--- src/rtl/out_shift_ctrl_pkg.sv ---
// Shared types and constants for the output shift-register sequencer.
// The optional idle-input watchdog is enabled with the OUT_SHIFT_TIMEOUT_EN macro.
package out_shift_ctrl_pkg;

  typedef enum logic [1:0] {
    IDLE  = 2'd0,
    CLEAR = 2'd1,
    RUN   = 2'd2,
    DRAIN = 2'd3
  } state_e;

  // Error causes; ERR_NONE means no err_o pulse is due next cycle.
  localparam logic [1:0] ERR_NONE = 2'd0;
  localparam logic [1:0] ERR_CFG  = 2'd1;
  localparam logic [1:0] ERR_OVF  = 2'd2;
  localparam logic [1:0] ERR_TMO  = 2'd3;

  // Width needed to hold a column count of 0..n.
  function automatic int col_width(input int n);
    return $clog2(n + 1);
  endfunction

endpackage

--- src/rtl/out_shift_ctrl_valid_delay_line.sv ---
// Valid delay line that mirrors the N-1 register shift stage.
// Shifts every cycle; sel_i chooses the tap, sel_i == 0 bypasses the line.
module valid_delay_line #(
  parameter int DEPTH = 2,
  parameter int SEL_W = 2
) (
  input  logic             clk_i,
  input  logic             clr_i,
  input  logic             in_i,
  input  logic [SEL_W-1:0] sel_i,
  output logic             out_o
);

  logic [DEPTH-1:0] taps_q;
  logic [DEPTH-1:0] taps_d;

  // Next tap contents: shift in the new valid, or clear the whole line.
  always_comb begin
    taps_d = '0;
    if (!clr_i) begin
      taps_d[0] = in_i;
      for (int i = 1; i < DEPTH; i++) begin
        taps_d[i] = taps_q[i-1];
      end
    end
  end

  // Tap registers; cleared through clr_i, which carries the synchronous reset.
  always_ff @(posedge clk_i) begin
    taps_q <= taps_d;
  end

  // Output select: a delay of k cycles reads tap k-1, zero delay passes through.
  always_comb begin
    out_o = in_i;
    for (int i = 0; i < DEPTH; i++) begin
      if (sel_i == SEL_W'(i + 1)) out_o = taps_q[i];
    end
  end

endmodule

--- src/rtl/out_shift_ctrl.sv ---
// Sequencer for the systolic array output shift stage: accepts a job,
// clears/configures the shift stage, tracks valids through it and reports
// completion. Defining OUT_SHIFT_TIMEOUT_EN adds an idle-input watchdog in RUN.
module out_shift_ctrl
  import out_shift_ctrl_pkg::*;
#(
  parameter int N              = 3,
  parameter int COL_WIDTH      = col_width(N),
  parameter int LEN_WIDTH      = 12,
  parameter int TIMEOUT_CYCLES = 1024
) (
  input  logic                 clk_i,
  input  logic                 rst_i,
  input  logic                 cfg_valid_i,
  output logic                 cfg_ready_o,
  input  logic [COL_WIDTH-1:0] cfg_columns_i,
  input  logic [LEN_WIDTH-1:0] cfg_len_i,
  input  logic                 in_valid_i,
  output logic                 shift_rst_o,
  output logic                 cols_rst_o,
  output logic                 cols_ld_o,
  output logic [COL_WIDTH-1:0] cols_o,
  output logic                 out_valid_o,
  output logic                 busy_o,
  output logic                 done_o,
  output logic                 err_o
);

  state_e               state_q, state_d;
  logic [COL_WIDTH-1:0] cols_q, cols_d;
  logic [COL_WIDTH-1:0] dly_q, dly_d;
  logic [LEN_WIDTH-1:0] len_q, len_d;
  logic [LEN_WIDTH-1:0] in_cnt_q, in_cnt_d;
  logic [LEN_WIDTH-1:0] out_cnt_q, out_cnt_d;
  logic                 done_q, done_d;
  logic                 err_q, err_d;
  logic                 tmo_q, tmo_d;
  logic                 rst_seen_q;
  logic [1:0]           err_cause;
  logic                 active;
  logic                 line_in;
  logic                 line_out;
  logic                 cfg_ok;

`ifdef OUT_SHIFT_TIMEOUT_EN
  localparam int WD_W = $clog2(TIMEOUT_CYCLES + 1);
  logic [WD_W-1:0] wd_q, wd_d;
`else
  // The watchdog limit has no effect in this build.
  logic unused_tmo;
  assign unused_tmo = ^TIMEOUT_CYCLES;
`endif

  assign active  = (state_q == RUN) || (state_q == DRAIN);
  // Only words counted in RUN enter the line; idle and overflow words do not.
  assign line_in = (state_q == RUN) && in_valid_i;
  assign cfg_ok  = (cfg_columns_i != '0) && (cfg_columns_i <= COL_WIDTH'(N)) &&
                   (cfg_len_i != '0);

  valid_delay_line #(
    .DEPTH (N - 1),
    .SEL_W (COL_WIDTH)
  ) u_dly (
    .clk_i (clk_i),
    .clr_i (rst_i || !active),
    .in_i  (line_in),
    .sel_i (dly_q),
    .out_o (line_out)
  );

  assign out_valid_o = active && line_out;

  // Next-state, counter and pulse computation.
  always_comb begin
    state_d   = state_q;
    cols_d    = cols_q;
    dly_d     = dly_q;
    len_d     = len_q;
    in_cnt_d  = in_cnt_q;
    out_cnt_d = out_cnt_q;
    done_d    = 1'b0;
    tmo_d     = 1'b0;
    err_cause = ERR_NONE;
`ifdef OUT_SHIFT_TIMEOUT_EN
    wd_d      = wd_q;
`endif
    case (state_q)
      IDLE: begin
        if (cfg_valid_i) begin
          if (cfg_ok) begin
            cols_d    = cfg_columns_i;
            dly_d     = COL_WIDTH'(N) - cfg_columns_i;
            len_d     = cfg_len_i;
            in_cnt_d  = '0;
            out_cnt_d = '0;
            state_d   = CLEAR;
          end else begin
            err_cause = ERR_CFG;
          end
        end
      end
      CLEAR: begin
        state_d = RUN;
`ifdef OUT_SHIFT_TIMEOUT_EN
        wd_d    = '0;
`endif
      end
      RUN: begin
        if (in_valid_i) begin
          in_cnt_d = in_cnt_q + LEN_WIDTH'(1);
          if (in_cnt_q + LEN_WIDTH'(1) == len_q) state_d = DRAIN;
`ifdef OUT_SHIFT_TIMEOUT_EN
          wd_d = '0;
        end else begin
          wd_d = wd_q + WD_W'(1);
          if (wd_q + WD_W'(1) == WD_W'(TIMEOUT_CYCLES)) begin
            err_cause = ERR_TMO;
            tmo_d     = 1'b1;
            state_d   = IDLE;
          end
`endif
        end
      end
      DRAIN: begin
        if (in_valid_i) err_cause = ERR_OVF;
        if (out_cnt_q == len_q) state_d = IDLE;
      end
      default: state_d = IDLE;
    endcase
    if (out_valid_o) begin
      out_cnt_d = out_cnt_q + LEN_WIDTH'(1);
      if (out_cnt_q + LEN_WIDTH'(1) == len_q) done_d = 1'b1;
    end
    err_d = (err_cause != ERR_NONE);
  end

  // Control state with synchronous reset; a reset aborts any job silently.
  always_ff @(posedge clk_i) begin
    rst_seen_q <= rst_i;
    if (rst_i) begin
      state_q   <= IDLE;
      in_cnt_q  <= '0;
      out_cnt_q <= '0;
      done_q    <= 1'b0;
      err_q     <= 1'b0;
      tmo_q     <= 1'b0;
`ifdef OUT_SHIFT_TIMEOUT_EN
      wd_q      <= '0;
`endif
    end else begin
      state_q   <= state_d;
      in_cnt_q  <= in_cnt_d;
      out_cnt_q <= out_cnt_d;
      done_q    <= done_d;
      err_q     <= err_d;
      tmo_q     <= tmo_d;
`ifdef OUT_SHIFT_TIMEOUT_EN
      wd_q      <= wd_d;
`endif
    end
  end

  // Job configuration registers; only meaningful once a job is accepted.
  always_ff @(posedge clk_i) begin
    cols_q <= cols_d;
    dly_q  <= dly_d;
    len_q  <= len_d;
  end

  assign cfg_ready_o = (state_q == IDLE);
  assign busy_o      = (state_q != IDLE);
  assign shift_rst_o = rst_seen_q || (state_q == CLEAR) || tmo_q;
  assign cols_rst_o  = rst_seen_q;
  assign cols_ld_o   = (state_q == CLEAR);
  assign cols_o      = (state_q == CLEAR) ? cols_q : '0;
  assign done_o      = done_q;
  assign err_o       = err_q;

endmodule

--- config.mk ---
export PLATFORM = sky130hd
export DESIGN_NAME = out_shift_ctrl
export DESIGN_NICKNAME = d
export VERILOG_FILES = /design/src/rtl/out_shift_ctrl_pkg.sv /design/src/rtl/out_shift_ctrl_valid_delay_line.sv /design/src/rtl/out_shift_ctrl.sv
export SDC_FILE = /design/constraint.sdc
export NUM_CORES = 1
export LEC_CHECK = 0
export ABC_AREA = 1
export BUFFER_PORTS_ARGS = -buffer_cell sky130_fd_sc_hd__clkbuf_2
export CAP_MARGIN = 20
export CORE_UTILIZATION = 60
export DETAILED_ROUTE_END_ITERATION = 8
export PLACE_DENSITY = 0.81
export REMOVE_ABC_BUFFERS = 1
export SLEW_MARGIN = 15
export SYNTH_ARGS = -nofsm -noshare
export SYNTH_HDL_FRONTEND = slang
export SYNTH_SLANG_ARGS = --single-unit
--- constraint.sdc ---
create_clock -name clk_i -period 4.2 [get_ports clk_i]
set_clock_uncertainty 0.05 [all_clocks]
set_input_delay 0.42 -clock clk_i [delete_from_list [all_inputs] [get_ports clk_i]]
set_output_delay 0.42 -clock clk_i [all_outputs]
set_load 0.02 [all_outputs]
==> impl_metrics.tcl <==
set metrics [dict create \
    root_buffer "clkbuf_8" \
    rsz0062_at_grt "false" \
    setup-violations-final 0 \
    critPathCaptureType "output pin" \
    insertion_delay_ps 300 \
    post-place-ws_ps 2030 \
    grt_start_max_net_pins 24 \
    report.final.hold_viol_count 0 \
    cts_tree "done" \
    topRoutingLayerUsed "met4" \
    dr_wl_met3_um 315 \
    grt-ovfl-total 0 \
    syn2layout_area_growth_pct 11.27 \
    io-pin-count 28 \
    cts.clk_slew.worst_paths_ps 90 \
    grt_pass1_vias 2337 \
    postRouteAntennaNets 0 \
    dr_total_vias 2546 \
    ctsHoldBuffers 0 \
    avgSynthCellArea_um2 7.140 \
    period_share_pct 51.79 \
    htreeDepth 2 \
    synthDistinctLibCells 30 \
    synth_area_um2 2820 \
    final_common_cell "nand2_1" \
    slew_viol_final 0 \
    rows 24 \
    synth-seq-cells 47 \
    die_width_um 70.56 \
    power_density_nw_per_um2 410.9 \
    synth_top_area_share_pct 22.01 \
    period_needed_ps 2175 \
    slew_headroom_pct 49.01 \
    grt_pass1_wl_um 10350 \
    die_y_um 70.56 \
    wl_met1_um 2776 \
    p_leak_nw 1.377 \
    totalWireLength_um 6092 \
    hp-start "cfg_len_i[9]" \
    crit_required_ps 3730 \
    worstReg2RegStart "state_q[0]$_SDFFE_PP0P_" \
    nNetsFinal 449 \
    layout-drive-gt1-share_pct 11.97 \
    r2r_cells 8 \
    drtIter0Drc 157 \
    yosysSeqAreaShare_pct 39.04 \
    diodes 0 \
    final_cell_mix "114 x nand2_1, 53 x inv_1, 38 x nand3_1" \
    routedWlPerCell_um 12.74 \
    gp_congestion 0.8728 \
    hold-worst-slack_ps 258.3 \
    synth_top_area_cell "dfxtp_1" \
    violations "design-rule violations" \
    drc_errors 2 \
    finalSetupTns_ps 0 \
    hold_end "len_q[9]$_DFFE_PP_" \
    fin_ws_ps 2025 \
    hold_depth 1 \
    synthCells 395 \
    core_um2 4444 \
    cts_buffers 5 \
    start_util_pct 63.46 \
    synth_area_leaders "dfxtp_1 22%, edfxtp_1 17%, nand2_1 15%, inv_1 7.1%, nand3_1 6.7%" \
    critPathKind "reg2out" \
    wl_met2_um 2863 \
    yosys_warnings 0 \
    hold_path_class "in2reg" \
    outcome "finished with violations" \
    die_area_um2 4979 \
    cts_resized 0 \
    drtPass1Iterations 6 \
    worst_slew_pin_slew_ps 762.0 \
    irDropWorstVdd_uv 368.4 \
    cts.sinks 47 \
    maxCapViolCount 0 \
    arrival_ps 1710 \
    antenna_found_initial 0 \
    grt_usage_pct 26.44 \
    fmax_ghz 0.4597 \
    cts_setup_buffers 0 \
    critPathLaunchType "register" \
    rr_endpoint "in_cnt_q[7]$_SDFFE_PP0P_" \
    dp_hpwl_um 4630 \
    clk_path_buf_depth 2 \
    vias_per_cell 5.326 \
    io_buffers 27 \
    rrSetupSlack_ps 2090 \
    cp_max_fo 14 \
]
[stage by stage]
stage / power (mW) / cells / area [um2] / util [%]
3_5_place_dp: 0.9101 / 470 / 3005 / 67.62
4_1_cts: 1.297 / 478 / 3138 / 70.61
6_report: 1.289 / 478 / 3138 / 70.61
3_3_place_gp: 0.9026 / 470 / 3005 / 67.62
5_1_grt: 1.361 / 478 / 3138 / 70.61
2_1_floorplan: 0.8033 / 390 / 2798 / -
[critical path: stages, from the launching register on]
cell	delay, ps
dfxtp_1	330
inv_1	110
ha_1	290
nand4_1	120
a31oi_1	140
buf_4	220
clkbuf_2	190
[area by class of cell]
cell class              count  area [um2]
inverters                  54       202.7
clock inverters             2       60.06
fillers                   369        1306
repair buffers             28       142.6
clock buffers               6       72.57
well taps                  52       65.06
multi-input cells         289        1494
flip-flops and latches     47        1101
[flip-flops by register name, indices dropped and copies added (netlist names), 2 cells and up]
signal	count
dly_q	2
out_cnt_q	12
in_cnt_q	12
u_dly.taps_q	2
cols_q	2
state_q	2
len_q	12
[worst max path at each step]
stage,slack (ps),to,cells after the start,from
after floorplan,1810,out_cnt_q[9]$_SDFFE_PP0P_,9,state_q[0]$_SDFFE_PP0P_
after global placement,2070,out_cnt_q[4]$_SDFFE_PP0P_,9,cfg_len_i[9]
after detailed placement,2030,out_cnt_q[4]$_SDFFE_PP0P_,9,cfg_len_i[9]
after CTS,2020,out_valid_o,6,state_q[0]$_SDFFE_PP0P_
after global routing,1880,out_cnt_q[7]$_SDFFE_PP0P_,10,state_q[0]$_SDFFE_PP0P_
final,2020,out_valid_o,6,state_q[0]$_SDFFE_PP0P_
[synthesized netlist by cell type]
library cell  number
clkinv_1           1
nand4_1            7
a31oi_1            1
nand2_2            5
buf_2              3
nor3_2             1
nor4_1             1
nor2_4             2
o21bai_1           1
nor3_4             2
a32oi_1            1
nand2_4            1
nand3_2            1
o21ai_0           11
a21oi_2            1
nand3b_1           3
a21oi_1           23
xnor2_1            8
xor2_1            17
edfxtp_1          16
or2_2              3
clkbuf_1           2
nand2_1          114
nor3_1             5
dfxtp_1           31
inv_1             53
o2111a_1           1
nor2_1            36
nand3_1           38
ha_1               6
[layer usage]
metal | track usage, % | vias up
met5 | 0 | -
met4 | 8.667 | 0
met3 | 4.986 | 12
met2 | 46.60 | 72
met1 | 32.84 | 1138
li1 | - | 1324
[kinds of logic after synthesis]
kind of cell,share of synthesized area (%)
buffers and inverters,7.986
adder cells (fa/ha/maj),2.662
flip-flops,39.04
XOR/XNOR,7.764
AO/OA/AOI/OAI,7.542
AND/OR/NAND/NOR,35.00
[power breakdown]
group / internal [mW] / switching (mW) / total, mW / leakage (nW)
clock: 0.238 / 0.150 / 0.387 / 0.0654
sequential: 0.520 / 0.0395 / 0.560 / 0.400
combinational: 0.111 / 0.231 / 0.342 / 0.911
total: 0.869 / 0.420 / 1.29 / 1.38
(Power assumes the default switching activity.)
